## config.mk

```make
export PLATFORM = sky130hd
export DESIGN_NAME = vga_write_scheduler_flat
export DESIGN_NICKNAME = d
export VERILOG_FILES = /design/src/rtl/vga_write_scheduler_pkg.sv /design/src/rtl/vga_write_scheduler_if.sv /design/src/rtl/vga_write_scheduler_fifo.sv /design/src/rtl/vga_write_scheduler.sv /design/src/flat_wrapper.sv
export SDC_FILE = /design/constraint.sdc
export NUM_CORES = 1
export LEC_CHECK = 0
export CAP_MARGIN = 15
export CORE_UTILIZATION = 57
export CTS_CLUSTER_DIAMETER = 50
export DETAILED_ROUTE_END_ITERATION = 6
export PLACE_DENSITY = 0.75
export SYNTH_ARGS = -nofsm -noshare
export SYNTH_HDL_FRONTEND = slang
export SYNTH_SLANG_ARGS = --single-unit
```

## constraint.sdc

```tcl
create_clock -name clk -period 3 [get_ports clk]
set_input_delay 0.9 -clock clk [delete_from_list [all_inputs] [get_ports clk]]
set_output_delay 0.9 -clock clk [all_outputs]
set_load 0.005 [all_outputs]
```

## src/rtl/vga_write_scheduler_pkg.sv

```systemverilog
// Shared types and widths for the VgaBuffer write scheduler.
package vga_write_scheduler_pkg;

  localparam int unsigned H_BITS    = 10;
  localparam int unsigned V_BITS    = 9;
  localparam int unsigned BYTE_BITS = 8;

  // One pixel write: coordinate plus colour byte.
  typedef struct packed {
    logic [H_BITS-1:0]    x;
    logic [V_BITS-1:0]    y;
    logic [BYTE_BITS-1:0] px_byte;
  } vga_px_wr_t;

  typedef enum logic {
    SCHED_IDLE  = 1'b0,
    SCHED_CLEAR = 1'b1
  } vga_sched_state_t;

endpackage

```

## src/rtl/vga_write_scheduler_if.sv

```systemverilog
// Draw-request valid/ready link from the motor-to-pixel logic.
interface vga_write_scheduler_if;
  import vga_write_scheduler_pkg::*;

  logic                 draw_valid;
  logic                 draw_ready;
  logic [H_BITS-1:0]    draw_x;
  logic [V_BITS-1:0]    draw_y;
  logic [BYTE_BITS-1:0] draw_byte;

  modport master (
    output draw_valid, draw_x, draw_y, draw_byte,
    input  draw_ready
  );

  modport slave (
    input  draw_valid, draw_x, draw_y, draw_byte,
    output draw_ready
  );
endinterface

```

## src/rtl/vga_write_scheduler_fifo.sv

```systemverilog
// Small synchronous FIFO of pending pixel writes with a one-cycle flush.
module vga_write_scheduler_fifo
  import vga_write_scheduler_pkg::*;
#(
  parameter int unsigned FIFO_DEPTH = 4
) (
  input  logic       clk,
  input  logic       reset,
  input  logic       push,
  input  logic       pop,
  input  logic       flush,
  input  vga_px_wr_t din,
  output vga_px_wr_t dout,
  output logic       full,
  output logic       empty
);

  localparam int unsigned AW = $clog2(FIFO_DEPTH);
  localparam int unsigned PW = AW + 1;

  vga_px_wr_t    mem [FIFO_DEPTH];
  logic [PW-1:0] wr_ptr;
  logic [PW-1:0] rd_ptr;

  // Extra pointer bit distinguishes full from empty.
  assign empty = (wr_ptr == rd_ptr);
  assign full  = (wr_ptr[AW] != rd_ptr[AW]) && (wr_ptr[AW-1:0] == rd_ptr[AW-1:0]);
  assign dout  = mem[rd_ptr[AW-1:0]];

  // Pointer update; flush empties the queue and overrides push/pop.
  always_ff @(posedge clk or negedge reset) begin
    if (!reset) begin
      wr_ptr <= '0;
      rd_ptr <= '0;
    end else if (flush) begin
      wr_ptr <= '0;
      rd_ptr <= '0;
    end else begin
      if (push && !full) wr_ptr <= wr_ptr + PW'(1);
      if (pop && !empty) rd_ptr <= rd_ptr + PW'(1);
    end
  end

  // Storage write; contents need no reset since pointers gate visibility.
  always_ff @(posedge clk) begin
    if (push && !full && !flush) mem[wr_ptr[AW-1:0]] <= din;
  end

endmodule

```

## src/rtl/vga_write_scheduler.sv

```systemverilog
// Arbitrates the VgaBuffer write port between the screen-clear sweep and buffered pen draws.
module vga_write_scheduler
  import vga_write_scheduler_pkg::*;
#(
  parameter int unsigned          H_RES      = 640,
  parameter int unsigned          V_RES      = 480,
  parameter int unsigned          FIFO_DEPTH = 4,
  parameter logic [BYTE_BITS-1:0] CLEAR_BYTE = 8'h00
) (
  input  logic                 clk,
  input  logic                 reset,
  input  logic                 clk_en,
  input  logic                 clear_screen,
  vga_write_scheduler_if.slave draw,
  output logic                 wr_en,
  output logic [H_BITS-1:0]    wr_x,
  output logic [V_BITS-1:0]    wr_y,
  output logic [BYTE_BITS-1:0] byte_out,
  output logic                 busy,
  output logic                 clear_done
);

  localparam logic [H_BITS-1:0] X_LAST = H_BITS'(H_RES - 1);
  localparam logic [V_BITS-1:0] Y_LAST = V_BITS'(V_RES - 1);

  vga_sched_state_t  state;
  logic [H_BITS-1:0] sweep_x;
  logic [V_BITS-1:0] sweep_y;
  logic              done_pend;

  vga_px_wr_t        fifo_din;
  vga_px_wr_t        fifo_head;
  logic              fifo_full;
  logic              fifo_empty;
  logic              flush_c;
  logic              pop_c;
  logic              push_c;

  logic [H_BITS-1:0] cur_x;
  logic [V_BITS-1:0] cur_y;
  logic              sweep_last;

  // FIFO control: a clear command in IDLE flushes and drops any same-cycle push.
  assign flush_c = clk_en && (state == SCHED_IDLE) && clear_screen;
  assign pop_c   = clk_en && (state == SCHED_IDLE) && !clear_screen && !fifo_empty;
  assign push_c  = clk_en && draw.draw_valid && !fifo_full && !flush_c;
  assign draw.draw_ready = !fifo_full;
  assign fifo_din = '{x: draw.draw_x, y: draw.draw_y, px_byte: draw.draw_byte};

  // Pixel the sweep writes this cycle; a re-issued clear restarts it from the origin.
  assign cur_x      = clear_screen ? '0 : sweep_x;
  assign cur_y      = clear_screen ? '0 : sweep_y;
  assign sweep_last = (cur_x == X_LAST) && (cur_y == Y_LAST);

  vga_write_scheduler_fifo #(
    .FIFO_DEPTH (FIFO_DEPTH)
  ) u_fifo (
    .clk   (clk),
    .reset (reset),
    .push  (push_c),
    .pop   (pop_c),
    .flush (flush_c),
    .din   (fifo_din),
    .dout  (fifo_head),
    .full  (fifo_full),
    .empty (fifo_empty)
  );

  // Scheduler FSM, sweep counters and registered write port.
  always_ff @(posedge clk or negedge reset) begin
    if (!reset) begin
      state      <= SCHED_IDLE;
      sweep_x    <= '0;
      sweep_y    <= '0;
      done_pend  <= 1'b0;
      wr_en      <= 1'b0;
      wr_x       <= '0;
      wr_y       <= '0;
      byte_out   <= '0;
      busy       <= 1'b0;
      clear_done <= 1'b0;
    end else begin
      wr_en      <= 1'b0;
      clear_done <= 1'b0;
      busy       <= (state == SCHED_CLEAR);
      if (clk_en) begin
        case (state)
          SCHED_IDLE: begin
            if (done_pend) begin
              clear_done <= 1'b1;
              done_pend  <= 1'b0;
            end
            if (clear_screen) begin
              state   <= SCHED_CLEAR;
              sweep_x <= '0;
              sweep_y <= '0;
            end else if (!fifo_empty) begin
              wr_en    <= 1'b1;
              wr_x     <= fifo_head.x;
              wr_y     <= fifo_head.y;
              byte_out <= fifo_head.px_byte;
            end
          end
          SCHED_CLEAR: begin
            wr_en    <= 1'b1;
            wr_x     <= cur_x;
            wr_y     <= cur_y;
            byte_out <= CLEAR_BYTE;
            if (sweep_last) begin
              state     <= SCHED_IDLE;
              done_pend <= 1'b1;
              sweep_x   <= '0;
              sweep_y   <= '0;
            end else if (cur_x == X_LAST) begin
              sweep_x <= '0;
              sweep_y <= cur_y + V_BITS'(1);
            end else begin
              sweep_x <= cur_x + H_BITS'(1);
              sweep_y <= cur_y;
            end
          end
          default: state <= SCHED_IDLE;
        endcase
      end
    end
  end

endmodule

```

## src/flat_wrapper.sv

```systemverilog
// flat-port wrapper written by rule: the top's interface ports become plain ports
module vga_write_scheduler_flat import vga_write_scheduler_pkg::*;
#(
  parameter int unsigned          H_RES      = 640,
  parameter int unsigned          V_RES      = 480,
  parameter int unsigned          FIFO_DEPTH = 4,
  parameter logic [BYTE_BITS-1:0] CLEAR_BYTE = 8'h00
)
  (clk, reset, clk_en, clear_screen, wr_en, wr_x, wr_y, byte_out, busy, clear_done, draw_draw_valid, draw_draw_x, draw_draw_y, draw_draw_byte, draw_draw_ready);
  vga_write_scheduler_if draw_i ();
  input  logic clk;
  input  logic reset;
  input  logic clk_en;
  input  logic clear_screen;
  output logic wr_en;
  output logic [H_BITS-1:0] wr_x;
  output logic [V_BITS-1:0] wr_y;
  output logic [BYTE_BITS-1:0] byte_out;
  output logic busy;
  output logic clear_done;
  input wire logic [$bits(draw_i.draw_valid)-1:0] draw_draw_valid;
  input wire logic [$bits(draw_i.draw_x)-1:0] draw_draw_x;
  input wire logic [$bits(draw_i.draw_y)-1:0] draw_draw_y;
  input wire logic [$bits(draw_i.draw_byte)-1:0] draw_draw_byte;
  output wire logic [$bits(draw_i.draw_ready)-1:0] draw_draw_ready;
  assign draw_i.draw_valid = draw_draw_valid;
  assign draw_i.draw_x = draw_draw_x;
  assign draw_i.draw_y = draw_draw_y;
  assign draw_i.draw_byte = draw_draw_byte;
  assign draw_draw_ready = draw_i.draw_ready;
  vga_write_scheduler #(.H_RES(H_RES), .V_RES(V_RES), .FIFO_DEPTH(FIFO_DEPTH), .CLEAR_BYTE(CLEAR_BYTE)) u_core (.clk(clk), .reset(reset), .clk_en(clk_en), .clear_screen(clear_screen), .draw(draw_i), .wr_en(wr_en), .wr_x(wr_x), .wr_y(wr_y), .byte_out(byte_out), .busy(busy), .clear_done(clear_done));
endmodule
```

**After elaboration in Yosys (flattened, before gate mapping)**

Memories as Yosys holds them, arrays and structs flattened.
Index checks and enable logic that the tools add are counted.

- Add/subtract/negate cells: 4
- Equal/unequal tests: 8
- Muxes and demuxes: 35
- Bitwise operators: 1
- Reduce and logical (&&, ||, !) cells: 20

Operators with widths:

| operator | count |
|---|---|
| two-way mux 10 bit | 5 |
| two-way mux 9 bit | 5 |
| case mux 10 bit (2 select lines) | 2 |
| case mux 9 bit (2 select lines) | 2 |
| two-way mux 8 bit | 2 |
| case mux 8 bit (2 select lines) | 1 |
| logical AND 1 bit | 12 |
| two-way mux 3 bit | 4 |
| two-way mux 1 bit | 11 |
| adder 10 x 1 -> 10 bit, second input constant | 1 |
| equality test 10 bit, second input constant | 1 |
| adder 9 x 1 -> 9 bit, second input constant | 1 |
| equality test 9 bit, second input constant | 1 |
| adder 3 x 1 -> 3 bit, second input constant | 2 |
| inequality test 2 bit, second input constant | 3 |
| case mux 1 bit (2 select lines) | 3 |
| zero test 1 bit | 4 |
| nonzero test 2 bit | 2 |
| equality test 3 bit | 1 |
| AND reduction 3 bit | 1 |
| equality test 2 bit | 1 |
| AND reduction 2 bit | 1 |
| inequality test 1 bit | 1 |
| NOT 1 bit | 1 |

- Register bits after elaboration: 57
- Memory bits (writable): 108
- Input port bits: 32
- Output and inout bits: 31
- Logic and storage cells: 81
- Memories: 1

Memories:

| name | words | width | rd ports | clocked after memory_dff | wr ports | line | text |
|---|---|---|---|---|---|---|---|
| u_core.u_fifo.mem | 4 | 27 | 1 | 0 | 1 | vga_write_scheduler_fifo.sv:21 | `vga_px_wr_t mem [FIFO_DEPTH];` |

**Longest topological paths before layout**

- Depth in word-level cells: 9
- Gate-level depth with buffers: 9

**Modules after synthesis**

A second synthesis with hierarchy kept.

- Cell total of the unflattened synthesis: 482
- Area total of the unflattened synthesis: 7,113.1 µm²

By module, submodules not included:

| module | times used | cells each | area each (µm²) | seq. area each (µm²) |
|---|---|---|---|---|
| vga_write_scheduler_fifo | 1 | 212 | 4,539.4 | 3,393.3 |
| vga_write_scheduler | 1 | 270 | 2,573.7 | 1,276.2 |

**Least setup slack after synthesis**

Ideal clock, no wire load.

- Kind: in2reg
- Start point: in clear_screen
- End point: mem u_core.u_fifo.mem[3][0] (netlist name), enable pin
- Data arrival time: 2.189 ns
- Setup slack: 0.423 ns
- Stages on the path: 4
- Cells stage by stage: buf_2 > inv_2 > o2111a_1 > and2_1

- Longest elaborated chain between the ends: 7

RTL lines:

| what | line | text |
|---|---|---|
| start: declaration | flat_wrapper.sv:14 | `input logic clear_screen;` |
| logical AND 1 bit * | vga_write_scheduler.sv:44 | `assign flush_c = clk_en && (state == SCHED_IDLE) && clear_screen;` |
| zero test 1 bit * | vga_write_scheduler_fifo.sv:46, vga_write_scheduler.sv:46 |  |
| logical AND 1 bit | vga_write_scheduler.sv:46 | `assign push_c = clk_en && draw.draw_valid && !fifo_full && !flush_c;` |
| logical AND 1 bit | vga_write_scheduler_fifo.sv:46 | `if (push && !full && !flush) mem[wr_ptr[AW-1:0]] <= din;` |
| logical AND 1 bit * | vga_write_scheduler_fifo.sv:46 |  |
| two-way mux 1 bit * | vga_write_scheduler_fifo.sv:46 |  |
| two-way mux 1 bit (not written as such) * | vga_write_scheduler_fifo.sv:46 |  |
| end: declaration | vga_write_scheduler_fifo.sv:21 |  |

Mark *: on every way between the ends. The rest lies on a longest branch, timed or not.

**Worst setup path in the final report**

- Start point: reg u_core.u_fifo.wr_ptr[0]
- End point: out draw_draw_ready

- Longest elaborated chain between the ends: 3

RTL lines:

| what | line | text |
|---|---|---|
| start: declaration | vga_write_scheduler_fifo.sv:22 | `logic [PW-1:0] wr_ptr;` |
| start signal: assignment | vga_write_scheduler_fifo.sv:39 | `if (push && !full) wr_ptr <= wr_ptr + PW'(1);` |
| equality test 2 bit | vga_write_scheduler_fifo.sv:27 | `assign full = (wr_ptr[AW] != rd_ptr[AW]) && (wr_ptr[AW-1:0] == rd_ptr[AW-1:0]);` |
| logical AND 1 bit | vga_write_scheduler_fifo.sv:27 |  |
| zero test 1 bit | vga_write_scheduler.sv:47 | `assign draw.draw_ready = !fifo_full;` |
| end: declaration | flat_wrapper.sv:25 | `output wire logic [$bits(draw_i.draw_ready)-1:0] draw_draw_ready;` |

Every way passes these cells.

==> impl_results.rst <==
.. list-table::
   :header-rows: 1

   * - Metric
     - Value
   * - Result of the run
     - complete, but fails checks
   * - Failing checks
     - DRC
   * - Final worst path period need
     - about 2.7 ns
   * - Largest net degree at the start of global routing
     - 58
   * - Via count of the first global-routing pass
     - about 4500
   * - Count of hold buffers inserted by post-cts repair
     - 0
   * - Top-count cell post-synth
     - edfxtp_1
   * - Antenna Diode Count
     - 0
   * - Worst clock skew
     - ~0.0074 ns
   * - Power Density
     - just under 800 nW/µm²
   * - Crit path kind
     - reg -> out
   * - Post-route antenna net violation count
     - 0
   * - Async SR Flop Fraction
     - approximately a third
   * - Top cell type by total area after synthesis
     - edfxtp_1
   * - Top cells by instance count after synthesis
     - edfxtp_1, nand2_1, dfrtp_1, o21ai_0, mux4_2
   * - Logic pwr share
     - about a quarter
   * - GR Overflow Total
     - 0
   * - Ys Warns
     - 0
   * - Dpl hpwl
     - 10000 µm
   * - Worst-margin pin slew
     - 0.7887 ns
   * - Net count after synthesis
     - between 500 and 600
   * - Max Buffers Root-to-Sink
     - 2
   * - Number of slew-limit violations in the final report
     - 0
   * - Worst vdd ir
     - 777.3 µV
   * - DIE AREA
     - 12550 µm²
   * - Fin nets
     - about 600
   * - Fill count
     - 763
   * - Switching Power
     - around 0.0018 W
   * - Register area
     - approximately 4700 µm²
   * - Number of buffers added on ports
     - 62
   * - Die width
     - around 110 µm
   * - Number of maximum-capacitance constraint violations
     - 0
   * - Endpoints failing hold
     - 0
   * - Antenna violations before repair
     - 0
   * - Setup TNS after final layout
     - 0 ns
   * - FMAX
     - approximately 370 MHz
   * - P_leak
     - approximately 3.1 nW
   * - Int Power
     - ~0.0047 W
   * - Data required time at the worst endpoint
     - around 2.1 ns
   * - Aggregate routed wire length
     - about 15000 µm
   * - Kind of launch point of the worst setup path
     - flop
   * - Kind of end point of the critical path
     - output pin
   * - Area Overhead vs Synth
     - 23.55%
   * - Clock tree from TritonCTS
     - done
   * - Wire length of the first global-routing pass
     - between 20000 and 25000 µm
   * - Chip Height
     - ~110 µm
   * - Total CTS buffers
     - 17
   * - Maximum fanout encountered on the critical timing path
     - 6
   * - Largest incremental delay on the critical path
     - between 0.4 and 0.5 ns
   * - Core Box Area
     - 11610 µm²
   * - Detail-routed net length per standard cell
     - 20.75 µm
   * - Proportion of synthesized chip area in sequential cells
     - approximately two thirds
   * - Total setup violations reported at the end of the flow
     - 0
   * - Cell area after synthesis
     - 6903 µm²
   * - Number of buffer and inverter instances along the worst setup path
     - 1
   * - Starting density of the core
     - around three fifths
   * - Clock tree root buffer cell
     - clkbuf_16
   * - Vias
     - between 4000 and 5000
   * - DR iter-0 viols
     - ~260
   * - Clock-pin slew reported for the worst setup and hold paths after clock tree synthesis
     - around 0.060 ns
   * - Count of non-filler cells in the finished layout
     - between 700 and 800
   * - Switch share
     - between 20 and 30%
   * - First-pass DRT Iterations
     - 7
   * - Row Count
     - 39
   * - Clock network latency to the later pin of the worst-skew pair
     - ~0.43 ns
   * - Flip-flop cell with the highest count after synthesis
     - edfxtp_1
   * - Slowest stage cell, crit path
     - clkdlybuf4s50_1
   * - Total placed cells including tap cells
     - slightly below 700
   * - Number of clock sinks
     - approximately 170
   * - Area occupied by multi-input gates
     - between 2000 and 2500 µm²
   * - Fraction of layout cells with a size suffix above 1
     - between 15 and 20%
   * - Share of power burned in registers
     - around 44%
   * - Cell family contributing the most delay on the critical path
     - buffers and inverters
   * - Critical path, cell by cell
     - xnor2_1 > nand3b_1 > clkdlybuf4s50_1
   * - Setup slack of the most critical reg-to-reg path
     - 0.99 ns
   * - Final setup margin
     - ~0.27 ns
   * - Last weighted congestion value of the routability-driven placer
     - 0.8768
   * - Dpl ws
     - between 0.02 and 0.025 ns
   * - Number of gates given a new drive strength after cts
     - 0
   * - Post-synthesis cell count
     - 464
   * - Number of enable-type register cells in the synthesized netlist
     - roughly 110
   * - Number of I/O pins
     - 63
   * - Average via count per standard cell
     - between 5 and 6
   * - Clock Power Share
     - about a third
   * - H-tree lvl count
     - 4
   * - Class of the most critical hold timing path
     - reg -> reg
   * - Post-CTS Setup Inserts
     - 0
   * - Final Cycle Share
     - about nine tenths
   * - Power Total
     - ~0.0066 W
   * - Setup repair after global routing missed its margin
     - no
   * - DRC violation count after routing
     - 4
   * - Aggregate global-route resource usage
     - 26.01%
   * - Number of distinct library cells after synthesis
     - 57
   * - Worst-case headroom to the max-slew limit
     - between 40% and 50%
   * - Number of synthesized register bits
     - around 170
   * - Top post-synthesis cells by area
     - edfxtp_1, dfrtp_1, mux4_2
   * - Data arrival at the endpoint of the critical path
     - about 1.8 ns
   * - Mean area per synthesized cell
     - between 10 and 15 µm²
   * - Area share of the leading cell type in the synthesized netlist
     - approximately 47%
==> power groups by stage <==
stage,sequential (W),combinational [W],clock [W]
finish,0.00291,0.00157,0.00208
detailed placement,0.00295,0.00160,0
global placement,0.00293,0.00155,0
floorplan,0.00292,0.000962,0
CTS,0.00291,0.00161,0.00211
global route,0.00294,0.00171,0.00220
==> metrics by stage <==
stage / utilization [%] / hold slack (ns) / instance area, µm²
after global routing: 73.43 / 0.5168 / 8528
after global placement: 68.49 / 0.4602 / 7954
final: 73.43 / 0.4824 / 8528
after detailed placement: 68.49 / 0.4696 / 7954
after CTS: 73.43 / 0.4871 / 8528
after floorplan: - / 0.3761 / 6903
==> path summary, 6_finish.rpt <==
kind,from,to,cells after the start
setup / recovery,u_core.u_fifo.wr_ptr[0],draw_draw_ready,3
hold / removal,u_core.wr_x[2],u_core.wr_x[2],2
setup reg to reg,u_core.u_fifo.rd_ptr[0],u_core.wr_x[4],5
hold reg to reg,u_core.wr_x[2],u_core.wr_x[2],2
max in group asynchronous,reset,u_core.u_fifo.rd_ptr[0],2
min in group asynchronous,reset,u_core.busy,2
==> flip-flops by register name (all words and copies together), names as in the netlist <==
register	cells
u_core.done_pend	1
u_core.sweep_y	9
u_core.wr_x	10
u_core.byte_out	8
u_core.u_fifo.mem	108
u_core.u_fifo.rd_ptr	3
u_core.busy	1
u_core.u_fifo.wr_ptr	3
u_core.clear_done	1
u_core.wr_en	1
u_core.wr_y	9
u_core.sweep_x	10
u_core.state	1
==> layer usage <==
| metal | vias to the layer above | GRT usage [%] | share of wire, % |
|---|---|---|---|
| met5 | - | 0 | 0 |
| met1 | 2157 | 32.03 | 41 |
| met3 | 19 | 6.425 | 5.5 |
| met2 | 141 | 45.55 | 52 |
| met4 | 0 | 8.267 | 1.3 |
| li1 | 1960 | - | - |
==> worst reg2reg max path, stage by stage, from the launching register on <==
cell and delay, ns:
dfrtp_2 0.37, buf_4 0.49, mux4_2 0.58, and2_1 0.21
a31oi_1 0.15, o21ai_0 0.09
==> cells by family (layout without fill, tap and decap cells) <==
group	Yosys count	count (layout)	share of synthesized area [%]
muxes	45	45	11.44
DFF	165	165	67.65
xor gates and xnor gates	6	6	0.7613
and+or+nand+nor	131	131	9.516
buffers and inverters	33	145	2.266
adders and majority gates	7	7	1.269
AOI/OAI and AO/OA	77	77	7.105
==> cell type report <==
type	instances	share of cell area [%]
inverters	11	0.4842
clock buffers	17	4.988
flip-flops and latches	165	54.77
well taps	143	2.098
repair buffers	102	11.47
clock inverters	15	1.746
multi-input cells	266	24.44
==> cells in the final DEF, fill, tap and decap left out, drive strengths merged, types with 17 or more instances in the layout <==
master and count:
clkbuf 17, mux2i 17, mux4 27, o21ai 34, nor2 17, nand2 60, clkdlybuf4s50 61, edfxtp 108
buf 41, dfrtp 57
No activity file was read; power rests on OpenSTA's default activity.
